`config.mk`:
```
export PLATFORM = sky130hd
export DESIGN_NAME = config_chain_loader_flat
export DESIGN_NICKNAME = d
export VERILOG_FILES = /design/src/rtl/config_chain_loader_pkg.sv /design/src/rtl/config_chain_loader_if.sv /design/src/rtl/config_chain_loader_serializer.sv /design/src/rtl/config_chain_loader.sv /design/src/flat_wrapper.sv
export SDC_FILE = /design/constraint.sdc
export NUM_CORES = 1
export LEC_CHECK = 0
export CORE_ASPECT_RATIO = 0.5
export CORE_MARGIN = 4
export CORE_UTILIZATION = 40
export CTS_CLUSTER_SIZE = 14
export DETAILED_ROUTE_END_ITERATION = 10
export GPL_ROUTABILITY_DRIVEN = 0
export MAX_ROUTING_LAYER = met4
export PLACE_DENSITY = 0.67
export SYNTH_ARGS = -nofsm -noshare
export SYNTH_HDL_FRONTEND = slang
export SYNTH_HIERARCHICAL = 1
export SYNTH_SLANG_ARGS = --single-unit
```
`constraint.sdc`:
```
create_clock -name clk -period 1.8 [get_ports clk]
set_input_delay 0.27 -clock clk [delete_from_list [all_inputs] [get_ports clk]]
set_output_delay 0.27 -clock clk [all_outputs]
set_load 0.005 [all_outputs]
```
`src/rtl/config_chain_loader_pkg.sv`:
```
// Shared definitions for the serial config-chain loader.
// Holds the FSM state encoding, default chain/word sizes and the
// helper used to size counters so they can hold their terminal value.
package cfg_loader_pkg;

  localparam int unsigned CHAIN_LEN_DEF = 32'd41;
  localparam int unsigned WORD_W_DEF    = 32'd32;

  typedef enum logic [2:0] {
    IDLE     = 3'd0,
    CLR0     = 3'd1,
    CLR1     = 3'd2,
    FETCH    = 3'd3,
    SHIFT_LO = 3'd4,
    SHIFT_HI = 3'd5,
    DONE     = 3'd6
  } state_e;

  // Bits needed to represent values 0..max_val inclusive (never less than 1).
  function automatic int unsigned cnt_width(input int unsigned max_val);
    if (max_val < 32'd1) begin
      return 32'd1;
    end else begin
      return $clog2(max_val + 32'd1);
    end
  endfunction

endpackage

```
`src/rtl/config_chain_loader_if.sv`:
```
// Bitstream word handshake between a word source and the loader.
//   cfg_data  : bitstream word, bit 0 shifted first
//   cfg_valid : source has a word on cfg_data
//   cfg_ready : loader takes the word this cycle
// master = word source, slave = loader.
interface config_chain_loader_if #(
  parameter int unsigned WORD_W = 32'd32
) ();

  logic [WORD_W-1:0] cfg_data;
  logic              cfg_valid;
  logic              cfg_ready;

  modport master (output cfg_data, output cfg_valid, input cfg_ready);
  modport slave  (input cfg_data, input cfg_valid, output cfg_ready);

endinterface

```
`src/rtl/config_chain_loader_serializer.sv`:
```
// cfg_word_serializer: word shift register plus wrapping bit index.
//   clk, reset : clock, synchronous active-low reset
//   load       : capture word, restart bit index
//   shift      : shift right by one, advance bit index (wraps at WORD_W)
//   word       : incoming bitstream word
//   next_lsb   : bit 0 the register will hold after this edge, so the
//                caller can register config_in on the same edge
//   last_bit   : current bit is the last one of the word
module cfg_word_serializer
  import cfg_loader_pkg::*;
#(
  parameter int unsigned WORD_W = WORD_W_DEF
) (
  input  logic              clk,
  input  logic              reset,
  input  logic              load,
  input  logic              shift,
  input  logic [WORD_W-1:0] word,
  output logic              next_lsb,
  output logic              last_bit
);

  localparam int unsigned IDX_W = cnt_width(WORD_W - 32'd1);

  logic [WORD_W-1:0] shift_r;
  logic [IDX_W-1:0]  bit_idx_r;

  // Shift register and bit index update.
  always_ff @(posedge clk) begin
    if (!reset) begin
      shift_r   <= '0;
      bit_idx_r <= '0;
    end else if (load) begin
      shift_r   <= word;
      bit_idx_r <= '0;
    end else if (shift) begin
      shift_r   <= {1'b0, shift_r[WORD_W-1:1]};
      bit_idx_r <= last_bit ? '0 : bit_idx_r + IDX_W'(1);
    end else begin
      shift_r   <= shift_r;
      bit_idx_r <= bit_idx_r;
    end
  end

  // Look-ahead of bit 0 so config_in lines up with the register contents.
  always_comb begin
    next_lsb = shift_r[0];
    if (load) begin
      next_lsb = word[0];
    end else if (shift) begin
      next_lsb = shift_r[1];
    end else begin
      next_lsb = shift_r[0];
    end
  end

  assign last_bit = (bit_idx_r == IDX_W'(WORD_W - 32'd1));

endmodule

```
`src/rtl/config_chain_loader.sv`:
```
// config_chain_loader: streams a bitstream into a serial config chain.
//   clk, reset   : clock, synchronous active-low reset
//   start, abort : begin a load (IDLE only) / cancel a load in progress
//   cfg          : word handshake (slave side)
//   config_clk   : shift strobe, config_reset: chain clear, config_in: data
//   config_out   : chain tail; must read 0 while loading a cleared chain
//   busy, done, err, run : status (err sticky until next start)
// Each bit takes two cycles: SHIFT_LO presents data with the strobe low and
// checks the tail, SHIFT_HI raises the strobe.
module config_chain_loader
  import cfg_loader_pkg::*;
#(
  parameter int unsigned CHAIN_LEN = CHAIN_LEN_DEF,
  parameter int unsigned WORD_W    = WORD_W_DEF
) (
  input  logic clk,
  input  logic reset,
  input  logic start,
  input  logic abort,
  config_chain_loader_if.slave cfg,
  output logic config_clk,
  output logic config_reset,
  output logic config_in,
  input  logic config_out,
  output logic busy,
  output logic done,
  output logic err,
  output logic run
);

  localparam int unsigned CNT_W = cnt_width(CHAIN_LEN);

  state_e           state_r;
  logic [CNT_W-1:0] bit_cnt_r;
  logic             cfg_ready_r;
  logic             load_s;
  logic             shift_s;
  logic             next_lsb_s;
  logic             last_bit_s;
  logic             chain_full_s;

  assign cfg.cfg_ready = cfg_ready_r;

  // Abort wins over the handshake, so the word is not captured on an abort.
  assign load_s       = (state_r == FETCH) && cfg.cfg_valid && !abort;
  assign shift_s      = (state_r == SHIFT_HI) && !abort;
  // The bit currently in SHIFT_HI is the final chain bit.
  assign chain_full_s = (bit_cnt_r == CNT_W'(CHAIN_LEN - 32'd1));

  cfg_word_serializer #(.WORD_W(WORD_W)) u_ser (
    .clk      (clk),
    .reset    (reset),
    .load     (load_s),
    .shift    (shift_s),
    .word     (cfg.cfg_data),
    .next_lsb (next_lsb_s),
    .last_bit (last_bit_s)
  );

  // Load sequencer; outputs are registered together with the state they belong to.
  always_ff @(posedge clk) begin
    if (!reset) begin
      state_r      <= IDLE;
      bit_cnt_r    <= '0;
      cfg_ready_r  <= 1'b0;
      config_clk   <= 1'b0;
      config_reset <= 1'b0;
      config_in    <= 1'b0;
      busy         <= 1'b0;
      done         <= 1'b0;
      err          <= 1'b0;
      run          <= 1'b0;
    end else if (abort && (state_r != IDLE)) begin
      // err deliberately kept so the cause stays visible after the cancel.
      state_r      <= IDLE;
      cfg_ready_r  <= 1'b0;
      config_clk   <= 1'b0;
      config_reset <= 1'b0;
      config_in    <= 1'b0;
      busy         <= 1'b0;
      done         <= 1'b0;
      run          <= 1'b0;
    end else begin
      case (state_r)
        IDLE: begin
          done <= 1'b0;
          if (start) begin
            state_r      <= CLR0;
            bit_cnt_r    <= '0;
            busy         <= 1'b1;
            err          <= 1'b0;
            run          <= 1'b0;
            config_reset <= 1'b1;
          end else begin
            state_r <= IDLE;
          end
        end
        CLR0: begin
          state_r <= CLR1;
        end
        CLR1: begin
          state_r      <= FETCH;
          config_reset <= 1'b0;
          cfg_ready_r  <= 1'b1;
        end
        FETCH: begin
          if (cfg.cfg_valid) begin
            state_r     <= SHIFT_LO;
            cfg_ready_r <= 1'b0;
            config_in   <= next_lsb_s;
          end else begin
            state_r <= FETCH;
          end
        end
        SHIFT_LO: begin
          // A cleared chain returns zeros until fully loaded; a 1 is corruption.
          if (config_out) begin
            err <= 1'b1;
          end else begin
            err <= err;
          end
          state_r    <= SHIFT_HI;
          config_clk <= 1'b1;
        end
        SHIFT_HI: begin
          config_clk <= 1'b0;
          bit_cnt_r  <= bit_cnt_r + CNT_W'(1);
          if (chain_full_s) begin
            state_r <= DONE;
            done    <= 1'b1;
            run     <= ~err;
          end else if (last_bit_s) begin
            state_r     <= FETCH;
            cfg_ready_r <= 1'b1;
          end else begin
            state_r   <= SHIFT_LO;
            config_in <= next_lsb_s;
          end
        end
        DONE: begin
          state_r   <= IDLE;
          done      <= 1'b0;
          busy      <= 1'b0;
          config_in <= 1'b0;
        end
        default: begin
          state_r      <= IDLE;
          cfg_ready_r  <= 1'b0;
          config_clk   <= 1'b0;
          config_reset <= 1'b0;
          config_in    <= 1'b0;
          busy         <= 1'b0;
          done         <= 1'b0;
          run          <= 1'b0;
        end
      endcase
    end
  end

endmodule

```
`src/flat_wrapper.sv`:
```
// flat-port wrapper written by rule: the top's interface ports become plain ports
module config_chain_loader_flat import cfg_loader_pkg::*;
#(
  parameter int unsigned CHAIN_LEN = CHAIN_LEN_DEF,
  parameter int unsigned WORD_W    = WORD_W_DEF
)
  (clk, reset, start, abort, config_clk, config_reset, config_in, config_out, busy, done, err, run, cfg_cfg_data, cfg_cfg_valid, cfg_cfg_ready);
  config_chain_loader_if #(.WORD_W(WORD_W)) cfg_i ();
  input  logic clk;
  input  logic reset;
  input  logic start;
  input  logic abort;
  output logic config_clk;
  output logic config_reset;
  output logic config_in;
  input  logic config_out;
  output logic busy;
  output logic done;
  output logic err;
  output logic run;
  input wire logic [$bits(cfg_i.cfg_data)-1:0] cfg_cfg_data;
  input wire logic [$bits(cfg_i.cfg_valid)-1:0] cfg_cfg_valid;
  output wire logic [$bits(cfg_i.cfg_ready)-1:0] cfg_cfg_ready;
  assign cfg_i.cfg_data = cfg_cfg_data;
  assign cfg_i.cfg_valid = cfg_cfg_valid;
  assign cfg_cfg_ready = cfg_i.cfg_ready;
  config_chain_loader #(.CHAIN_LEN(CHAIN_LEN), .WORD_W(WORD_W)) u_core (.clk(clk), .reset(reset), .start(start), .abort(abort), .cfg(cfg_i), .config_clk(config_clk), .config_reset(config_reset), .config_in(config_in), .config_out(config_out), .busy(busy), .done(done), .err(err), .run(run));
endmodule
```
* Yosys cells after proc, flatten, opt, wreduce, memory -nomap -nowiden
Cells that the tools add are included.
** Storage, ports and cells
- Flip-flop bits (word level) :: 54
- Bits in latches :: 0
- Bits in writable memories :: 0
- ROM bits :: 0
- Output and inout port bits :: 8
- Word-level logic and storage cells :: 96
- Memories kept :: 0
** Operators by class
- $add $sub $neg :: 2
- Multiply operators :: 0
- Divide/modulo/power cells :: 0
- Magnitude comparators :: 0
- Equality and inequality tests :: 15
- Shifts and indexed selects :: 0
- Mux-type cells :: 31
- Bitwise logic cells :: 9
- Reductions and logical operators :: 27
** Operators with widths (number)
- 2-to-1 mux 32 bit :: 2
- OR reduction 5 bit :: 4
- case mux 3 bit (6 select lines) :: 1
- 2-to-1 mux 1 bit :: 14
- inequality test 2 bit, second input constant :: 6
- case mux 6 bit (2 select lines) :: 1
- AND reduction 4 bit :: 3
- OR reduction 4 bit :: 3
- case mux 1 bit (2 select lines) :: 5
- equality test 3 bit, second input constant :: 3
- 2-to-1 mux 3 bit :: 3
- inverter 1 bit :: 9
- adder 6 x 1 -> 6 bit, second input constant :: 1
- equality test 3 x 2 -> 1 bit, second input constant :: 2
- equality test 6 bit, second input constant :: 1
- 2-to-1 mux 6 bit :: 1
- case mux 1 bit (3 select lines) :: 2
- AND reduction 2 bit :: 3
- AND reduction 3 bit :: 2
- nonzero test 2 bit :: 3
- adder 5 x 1 -> 5 bit, second input constant :: 1
- equality test 5 bit, second input constant :: 1
- 2-to-1 mux 5 bit :: 1
- logical AND 1 bit :: 4
- 7 further kinds :: 8

* Depth between registers and ports, before layout
Gate-level depths: netlist (run 1).
- Word-level depth :: 7
- Gate-level depth with buffers :: 9
- Depth with buffers taken out :: 7

* Hierarchy
The synthesis (run 1) kept the hierarchy.
** By module, submodules not included
- cfg_word_serializer :: times used 1, cells an instance 197, area an instance 1776.7 µm², sequential area each 740.7 µm²
- config_chain_loader :: times used 1, cells an instance 118, area an instance 943.4 µm², sequential area each 340.3 µm²

* Worst setup path after synthesis (run 1)
OpenSTA, ideal clock, no wires.
- Path kind :: register to register
- Start :: register u_core.state_r[1]
- End :: register u_core.u_ser.shift_r[10]
- Arrival :: 1632 ps
- Data required time :: 1685 ps
- Setup slack :: 53 ps
- Cell stages (with the launch flop) :: 9
- Buffers on the path :: 3
- Period minus slack after synthesis :: 1747 ps
- Cells stage by stage :: dfxtp_1 -> clkbuf_1 -> nor2b_1 -> nand2_1 -> nor2_1 -> buf_2 -> clkbuf_1 -> o21ai_0 -> and2_1
** Between the ends
- Cells in the longest elaborated chain, start to end :: 4
** Ends and longest elaborated chain
- start: declaration :: RTL line config_chain_loader.sv:33 : state_e state_r;
- start signal: assignment :: RTL line config_chain_loader.sv:63 : state_r <= IDLE;
- start signal: assignment :: RTL line config_chain_loader.sv:75 : state_r <= IDLE;
- start signal: assignment :: RTL line config_chain_loader.sv:88 : state_r <= CLR0;
- equality test 3 x 2 -> 1 bit (*) :: RTL line config_chain_loader.sv:45 : assign load_s = (state_r == FETCH) && cfg.cfg_valid && !abort;
- logical AND 1 bit (*) (2 in series) :: RTL line config_chain_loader.sv:45
- via u_core.load_s :: RTL line config_chain_loader.sv:36 : logic load_s;
- 2-to-1 mux 32 bit / nonzero test 2 bit (equally long branches)
- end signal: assignment :: RTL line config_chain_loader_serializer.sv:34 : shift_r <= word;
- end signal: assignment :: RTL line config_chain_loader_serializer.sv:37 : shift_r <= {1'b0, shift_r[WORD_W-1:1]};
- end signal: assignment :: RTL line config_chain_loader_serializer.sv:40 : shift_r <= shift_r;
- end: declaration :: RTL line config_chain_loader_serializer.sv:25 : logic [WORD_W-1:0] shift_r;
Mark *: on every way through the listed nets, which the timed path passes. The rest lies on a longest branch.
A chain may end at the register's enable or synchronous reset.

* Worst setup path in the final report (run 1)
- Start :: input port abort
- End :: register u_core.u_ser.shift_r[4]
** Between the ends
- Cells in the longest elaborated chain, start to end :: 3
** Ends and longest elaborated chain
- start: declaration :: RTL line flat_wrapper.sv:12 : input logic abort;
- logical NOT 1 bit :: RTL line config_chain_loader.sv:46 : assign shift_s = (state_r == SHIFT_HI) && !abort;
- logical AND 1 bit :: RTL line config_chain_loader.sv:46
- via u_core.shift_s :: RTL line config_chain_loader.sv:37 : logic shift_s;
- nonzero test 2 bit (no line)
The timed path passes the listed nets, and every way through them passes these cells.

==> results_dict.tcl, run 1 <==
set metrics [dict create \
    synthSimpleGateAreaFrac_pct 23.32 \
    dpl.hpwl_mm 4.294 \
    synth_warnings 6 \
    synthMuxAreaShare_pct 13.25 \
    min_period_over_period_pct 93.32 \
    clk_pin_slew_ns 0.07 \
    ios 46 \
    final_antenna_net_count 0 \
    port_buffers 45 \
    status "finished clean" \
    critPathMaxStageDelay_ns 0.51 \
    maxSlewViolCount 0 \
    area_growth_pct 31.92 \
    crit_end "u_core/u_ser/shift_r[4]$_SDFFE_PN0P_" \
    dp_slack_ns -0.1885 \
    finalSetupViolations 0 \
    hold_viol 0 \
    crit_fanout 5 \
    crit_slowest_cell "clkdlybuf4s50_1" \
    synth_xor_area_share_pct 1.610 \
    diodes 0 \
    cpMostUsedCell "buf_4" \
    nNetsFinal 412 \
    synth_area_um2 2720 \
    drt_wl_total_mm 6.073 \
    synth_edf_count 0 \
    power.internal_mw 2.060 \
    ctsHoldBuffers 0 \
    rr_endpoint "u_core/config_in$_SDFFE_PP0P_" \
    ys_ff_latch 54 \
    cap_violations 0 \
    path_cells "clkdlybuf4s50_1 > nor3_2 > buf_4 > buf_4 > mux2i_1 > o21ai_0 > and2_1" \
    tightest_slew_ns 0.2794 \
    startpoint_type "input port" \
    cts.path.max_buffers 2 \
    track_usage_pct 15.56 \
    fmax_mhz 595.3 \
    core_area_um2 6331 \
    synthAdderAreaFrac_pct 1.840 \
    synth.distinct_cells 47 \
    r2r-start "u_core/u_ser/bit_idx_r[0]$_SDFFE_PP0P_" \
    cts_tree "yes" \
    htree_levels 2 \
    total_leakage_power_nw 1.267 \
    cp-startpoint "abort" \
    die_h_um 66.31 \
    setup_slack_ns 0.1202 \
    ys_seq_area_share_pct 39.74 \
    wl_per_cell_um 13.23 \
    r2r_cells 5 \
    synth_top_family_by_area "simple AND/OR/NAND/NOR gates" \
    netlist_instances 315 \
    power_density_nw_per_um2 744.9 \
    synthFlopType "dfxtp_1" \
    clk_latency_ns 0.29 \
    drive_above_1_share_pct 11.59 \
    fillers 568 \
    start_util_pct 42.96 \
    grt-ovfl-total 0 \
    async_reset_ff_share_pct 0 \
    antenna_found_initial 0 \
    drtPass1Iterations 4 \
    num_rows 20 \
    post-route-util_pct 56.68 \
    synth_compound_area_share_pct 14.54 \
    placed_cell_area_um2 3371 \
    critPathRequiredTime_ns 1.99 \
    fin_crit_ns 1.680 \
    avgSynthCellArea_um2 8.635 \
    drc 0 \
    hold_path.class "reg -> reg" \
    vias 2312 \
    crit_path_end_kind "register" \
    clock-root-buffer "clkbuf_16" \
    crit_type "in -> reg" \
    final_design_area_no_fill_um2 3588 \
    die_w_um 124.6 \
    clkPwrFrac_pct 42.5 \
    p_sw_uw 613.3 \
    grt_pass1_wl_mm 10.36 \
    relSlewSlack_pct 81.12 \
    worstPathArrival_ns 1.87 \
    grt_max_degree 37 \
    combPwrFrac_pct 11.1 \
    syn-num-nets 357 \
    fin_skew_ns 0.003300 \
    rrSetupSlack_ns 0.16 \
    ir_drop_uv 439.6 \
    vias_per_cell 5.037 \
    p_sw_share_pct 22.94 \
    die_area_um2 8264 \
    pwr-share-seq_pct 46.4 \
    cts_sinks 54 \
    rsz0062_at_grt "false" \
    numCtsBuffers 5 \
    first_iter_violations 124 \
    grt_pass1_vias 2285 \
]
-- worst min-delay path by stage --
stage	from	to	slack (ns)	depth (start not counted)
after floorplan	reset	u_core/cfg.cfg_ready$_SDFFE_PP0P_	0.39	2
after detailed placement	u_core/busy$_SDFFE_PP0P_	u_core/busy$_SDFFE_PP0P_	0.44	2
after global placement	u_core/cfg.cfg_ready$_SDFFE_PP0P_	u_core/cfg.cfg_ready$_SDFFE_PP0P_	0.43	2
after CTS	u_core/busy$_SDFFE_PP0P_	u_core/busy$_SDFFE_PP0P_	0.45	2
after global routing	u_core/busy$_SDFFE_PP0P_	u_core/busy$_SDFFE_PP0P_	0.47	2
final	u_core/busy$_SDFFE_PP0P_	u_core/busy$_SDFFE_PP0P_	0.45	2
-- placed cells by master (no fill, tap or decap), types with 2 or more instances in the layout --
cell,synthesis,routed
nor3b_1,3,3
nor2_1,17,16
buf_4,3,19
clkbuf_16,0,6
xnor2_1,3,3
nand3b_1,3,3
xor2_1,2,2
dfxtp_2,0,2
dfxtp_1,54,52
o31ai_1,2,2
a21oi_1,10,10
nor2b_1,4,3
and2_1,33,33
clkdlybuf4s50_1,0,45
o21bai_1,2,2
buf_12,2,2
a211oi_1,3,3
inv_1,6,6
o21a_1,2,2
a21o_1,2,2
nand2_1,43,43
o21ai_0,40,40
mux2i_1,36,36
nand3_1,3,3
ha_1,4,3
-- synth_stat cells (all sizes together), types with 2 or more instances --
cell type | number | area [µm²]
dfxtp | 54 | 1081
nand2 | 43 | 161.4
o21ai | 40 | 200.2
mux2i | 36 | 360.4
and2 | 33 | 206.5
nor2 | 17 | 63.81
clkbuf | 11 | 41.29
a21oi | 10 | 50.05
buf | 10 | 91.34
inv | 6 | 22.52
a211oi | 4 | 35.03
ha | 4 | 50.05
nor2b | 4 | 25.02
nand3 | 3 | 15.01
nand3b | 3 | 22.52
nor3b | 3 | 22.52
xnor2 | 3 | 26.28
a21o | 2 | 15.01
nand4 | 2 | 18.77
nor3 | 2 | 10.01
o21a | 2 | 15.01
o21bai | 2 | 15.01
o31ai | 2 | 15.01
or3b | 2 | 20.02
xor2 | 2 | 17.52
-- power by group through the flow --
stage,combinational (mW),sequential (mW),clock (mW)
after global placement,0.293,1.27,0
after global routing,0.326,1.24,1.20
after CTS,0.298,1.24,1.16
after floorplan,0.128,1.26,0
final,0.298,1.24,1.14
after detailed placement,0.297,1.27,0
-- through the flow --
step | setup TNS (ns) | power (mW) | instances | hold WS (ns)
floorplan | 0 | 1.385 | 315 | 0.3861
global placement | -3.583 | 1.558 | 450 | 0.4287
detailed placement | -5.265 | 1.563 | 450 | 0.4403
CTS | 0 | 2.697 | 458 | 0.4503
global route | 0 | 2.774 | 459 | 0.4658
finish | 0 | 2.673 | 459 | 0.4500
-- registers in the layout, indices dropped and copies added, names as in the netlist --
name / cells
u_core/u_ser/shift_r: 32
u_core/config_in: 1
u_core/bit_cnt_r: 6
u_core/busy: 1
u_core/config_reset: 1
u_core/done: 1
u_core/run: 1
u_core/config_clk: 1
u_core/u_ser/bit_idx_r: 5
u_core/cfg.cfg_ready: 1
u_core/state_r: 3
u_core/err: 1
-- timing repair --
action,4_1_cts,5_1_grt
buffers inserted,0,0
endpoints found under the setup margin,0,37
hold endpoints to repair,0,0
gates resized for setup,0,6
-- worst max-delay path, delay by kind of cell --
family / cells / cell delay [ns]
and+or+nand+nor: 2 / 0.40
AOI/OAI and AO/OA: 1 / 0.09
muxes: 1 / 0.21
buffers and inverters: 3 / 0.89
-- cell families (layout without fill, tap and decap cells) --
group	Yosys count	count (layout)
AOI/OAI and AO/OA	68	68
adders and majority gates	4	4
DFF	54	54
buffers and inverters	27	83
and+or+nand+nor	121	121
xor gates and xnor gates	5	5
muxes	36	36
-- layout make-up --
cell class / count / area [µm²] / area share (%)
clock buffer: 5 / 125.1 / 3.487
clock inverter: 3 / 48.80 / 1.360
timing repair buffer: 69 / 696.9 / 19.42
tap: 88 / 110.1 / 3.068
sequential: 54 / 1084 / 30.20
inverter: 6 / 22.52 / 0.6276
multi-input combinational: 234 / 1501 / 41.84
-- routing by layer --
metal / up-vias / global-route usage (%) / part of all wire [%]
met5: - / - / 0
met2: 45 / 25.54 / 47
met1: 1068 / 18.91 / 48
met3: 8 / 4.032 / 3.5
li1: 1191 / - / -
met4: 0 / 5.328 / 1.5
Power figures use the tool's default switching activity.
==> run 2: changes to the inputs <==
Settings changed: CORE_UTILIZATION 40 to 48, PLACE_DENSITY 0.67 to 0.78.
==> results_dict.tcl, run 2 (synthesized netlist as in run 1, its figures left out) <==
set metrics [dict create \
    status "finished clean" \
    cts.path.max_buffers 2 \
    largest_reg_flops 32 \
    wl_per_cell_um 13.45 \
    cap_violations 0 \
    die_w_um 114.5 \
    reg_top3 "u_core/u_ser/shift_r x32, u_core/bit_cnt_r x6, u_core/u_ser/bit_idx_r x5" \
    ir_drop_uv 396.4 \
    hold_path.class "reg -> reg" \
    min_period_over_period_pct 93.76 \
    path_cells "nand2_1 > nor3_2 > buf_4 > buf_12 > mux2i_1 > o21ai_0 > and2_1" \
    dpl.hpwl_mm 4.288 \
    start_util_pct 49.53 \
    htree_levels 2 \
    power_density_nw_per_um2 706.5 \
    dp_slack_ns -0.1395 \
    tightest_slew_ns 0.3056 \
    grt-ovfl-total 0 \
    first_iter_violations 112 \
    maxSlewViolCount 0 \
    final_cells 445 \
    drtPass1Iterations 4 \
    vias 2347 \
    ios 46 \
    setup_slack_ns 0.1124 \
    vias_per_cell 5.274 \
    cts_sinks 54 \
    fillers 448 \
    cpLargestDelayFamily "simple AND/OR/NAND/NOR gates" \
    layout_commonest_cell "dfxtp_1" \
    critical_path_buf_inv_count 2 \
    area_growth_pct 29.62 \
    worstPathArrival_ns 1.87 \
    antenna_found_initial 0 \
    port_buffers 45 \
    die_h_um 61.23 \
    fmax_mhz 592.5 \
    final_design_area_no_fill_um2 3526 \
    grt_pass1_vias 2244 \
    numCtsBuffers 5 \
    crit_fanout 23 \
    nNetsFinal 413 \
    clock-root-buffer "clkbuf_16" \
    regMostFlops "u_core/u_ser/shift_r" \
    critPathMaxStageDelay_ns 0.45 \
    place_inst 437 \
    hold_viol 0 \
    total_leakage_power_nw 1.251 \
    grt_max_degree 37 \
    grt_pass1_wl_mm 9.798 \
    placed_cell_area_um2 3367 \
    fin_setup_tns_ns 0 \
    num_rows 19 \
    whs_ns 0.4541 \
    track_usage_pct 17.92 \
    final_antenna_net_count 0 \
    post-route-util_pct 64.21 \
    fin_crit_ns 1.688 \
    rsz0062_at_grt "false" \
    fin_skew_ns 0.003323 \
    cts_setup_buffers 0 \
    diodes 0 \
    crit_path_end_kind "register" \
    core_area_um2 5492 \
    drive_above_1_share_pct 12.10 \
    cts_tree "yes" \
    startpoint_type "register" \
    relSlewSlack_pct 79.46 \
    crit_slowest_cell "dfxtp_2" \
    ctsHoldBuffers 0 \
    final_cell_mix "dfxtp_1 (51), clkdlybuf4s50_1 (45), nand2_1 (43)" \
    drc 0 \
    clk_latency_ns 0.29 \
    power_mw 2.491 \
    finalSetupViolations 0 \
    critPathRequiredTime_ns 1.98 \
    clk_pin_slew_ns 0.07 \
    drt_wl_total_mm 5.984 \
    crit_type "reg -> reg" \
    die_area_um2 7008 \
]
-- run 2: power breakdown --
group	internal, mW	switching [mW]
registers	1.22	0.0263
clock network	0.516	0.439
logic	0.173	0.119
-- run 2: path summary, 6_finish.rpt --
| kind | from | to | slack, ns | cells after the start |
|---|---|---|---|---|
| setup reg to reg | u_core/state_r[2]$_SDFF_PP0_ | u_core/u_ser/shift_r[16]$_SDFFE_PN0P_ | 0.11 | 7 |
| setup / recovery | u_core/state_r[2]$_SDFF_PP0_ | u_core/u_ser/shift_r[16]$_SDFFE_PN0P_ | 0.11 | 7 |
| hold / removal | u_core/cfg.cfg_ready$_SDFFE_PP0P_ | u_core/cfg.cfg_ready$_SDFFE_PP0P_ | 0.45 | 2 |
| hold reg to reg | u_core/cfg.cfg_ready$_SDFFE_PP0P_ | u_core/cfg.cfg_ready$_SDFFE_PP0P_ | 0.45 | 2 |
-- run 2: worst register-to-register path, stage by stage, from the launching register on --
cell	delay [ns]
dfxtp_2	0.45
nand2_1	0.12
nor3_2	0.16
buf_4	0.18
buf_12	0.19
mux2i_1	0.21
o21ai_0	0.11
and2_1	0.17
-- run 2: layout make-up --
| cell class | instances | area [µm²] | area share (%) |
|---|---|---|---|
| flip-flops and latches | 54 | 1085 | 30.77 |
| inverters | 6 | 22.52 | 0.6388 |
| repair buffers | 70 | 679.4 | 19.27 |
| clock buffers | 5 | 125.1 | 3.549 |
| clock inverters | 3 | 21.27 | 0.6033 |
| multi-input cells | 234 | 1501 | 42.58 |
| well taps | 73 | 91.34 | 2.590 |
-- run 2: metal layers --
metal | GRT usage, % | up-vias | routed length [µm]
li1 | - | 1193 | -
met1 | 20.79 | 1102 | 2747
met2 | 32.34 | 48 | 2950
met3 | 3.337 | 4 | 240
met4 | 5.415 | 0 | 46
met5 | - | - | 0
-- run 2: timing repair --
item	4_1_cts	5_1_grt
hold endpoints to repair	0	0
gates resized for setup	2	4
setup endpoints to repair	15	30
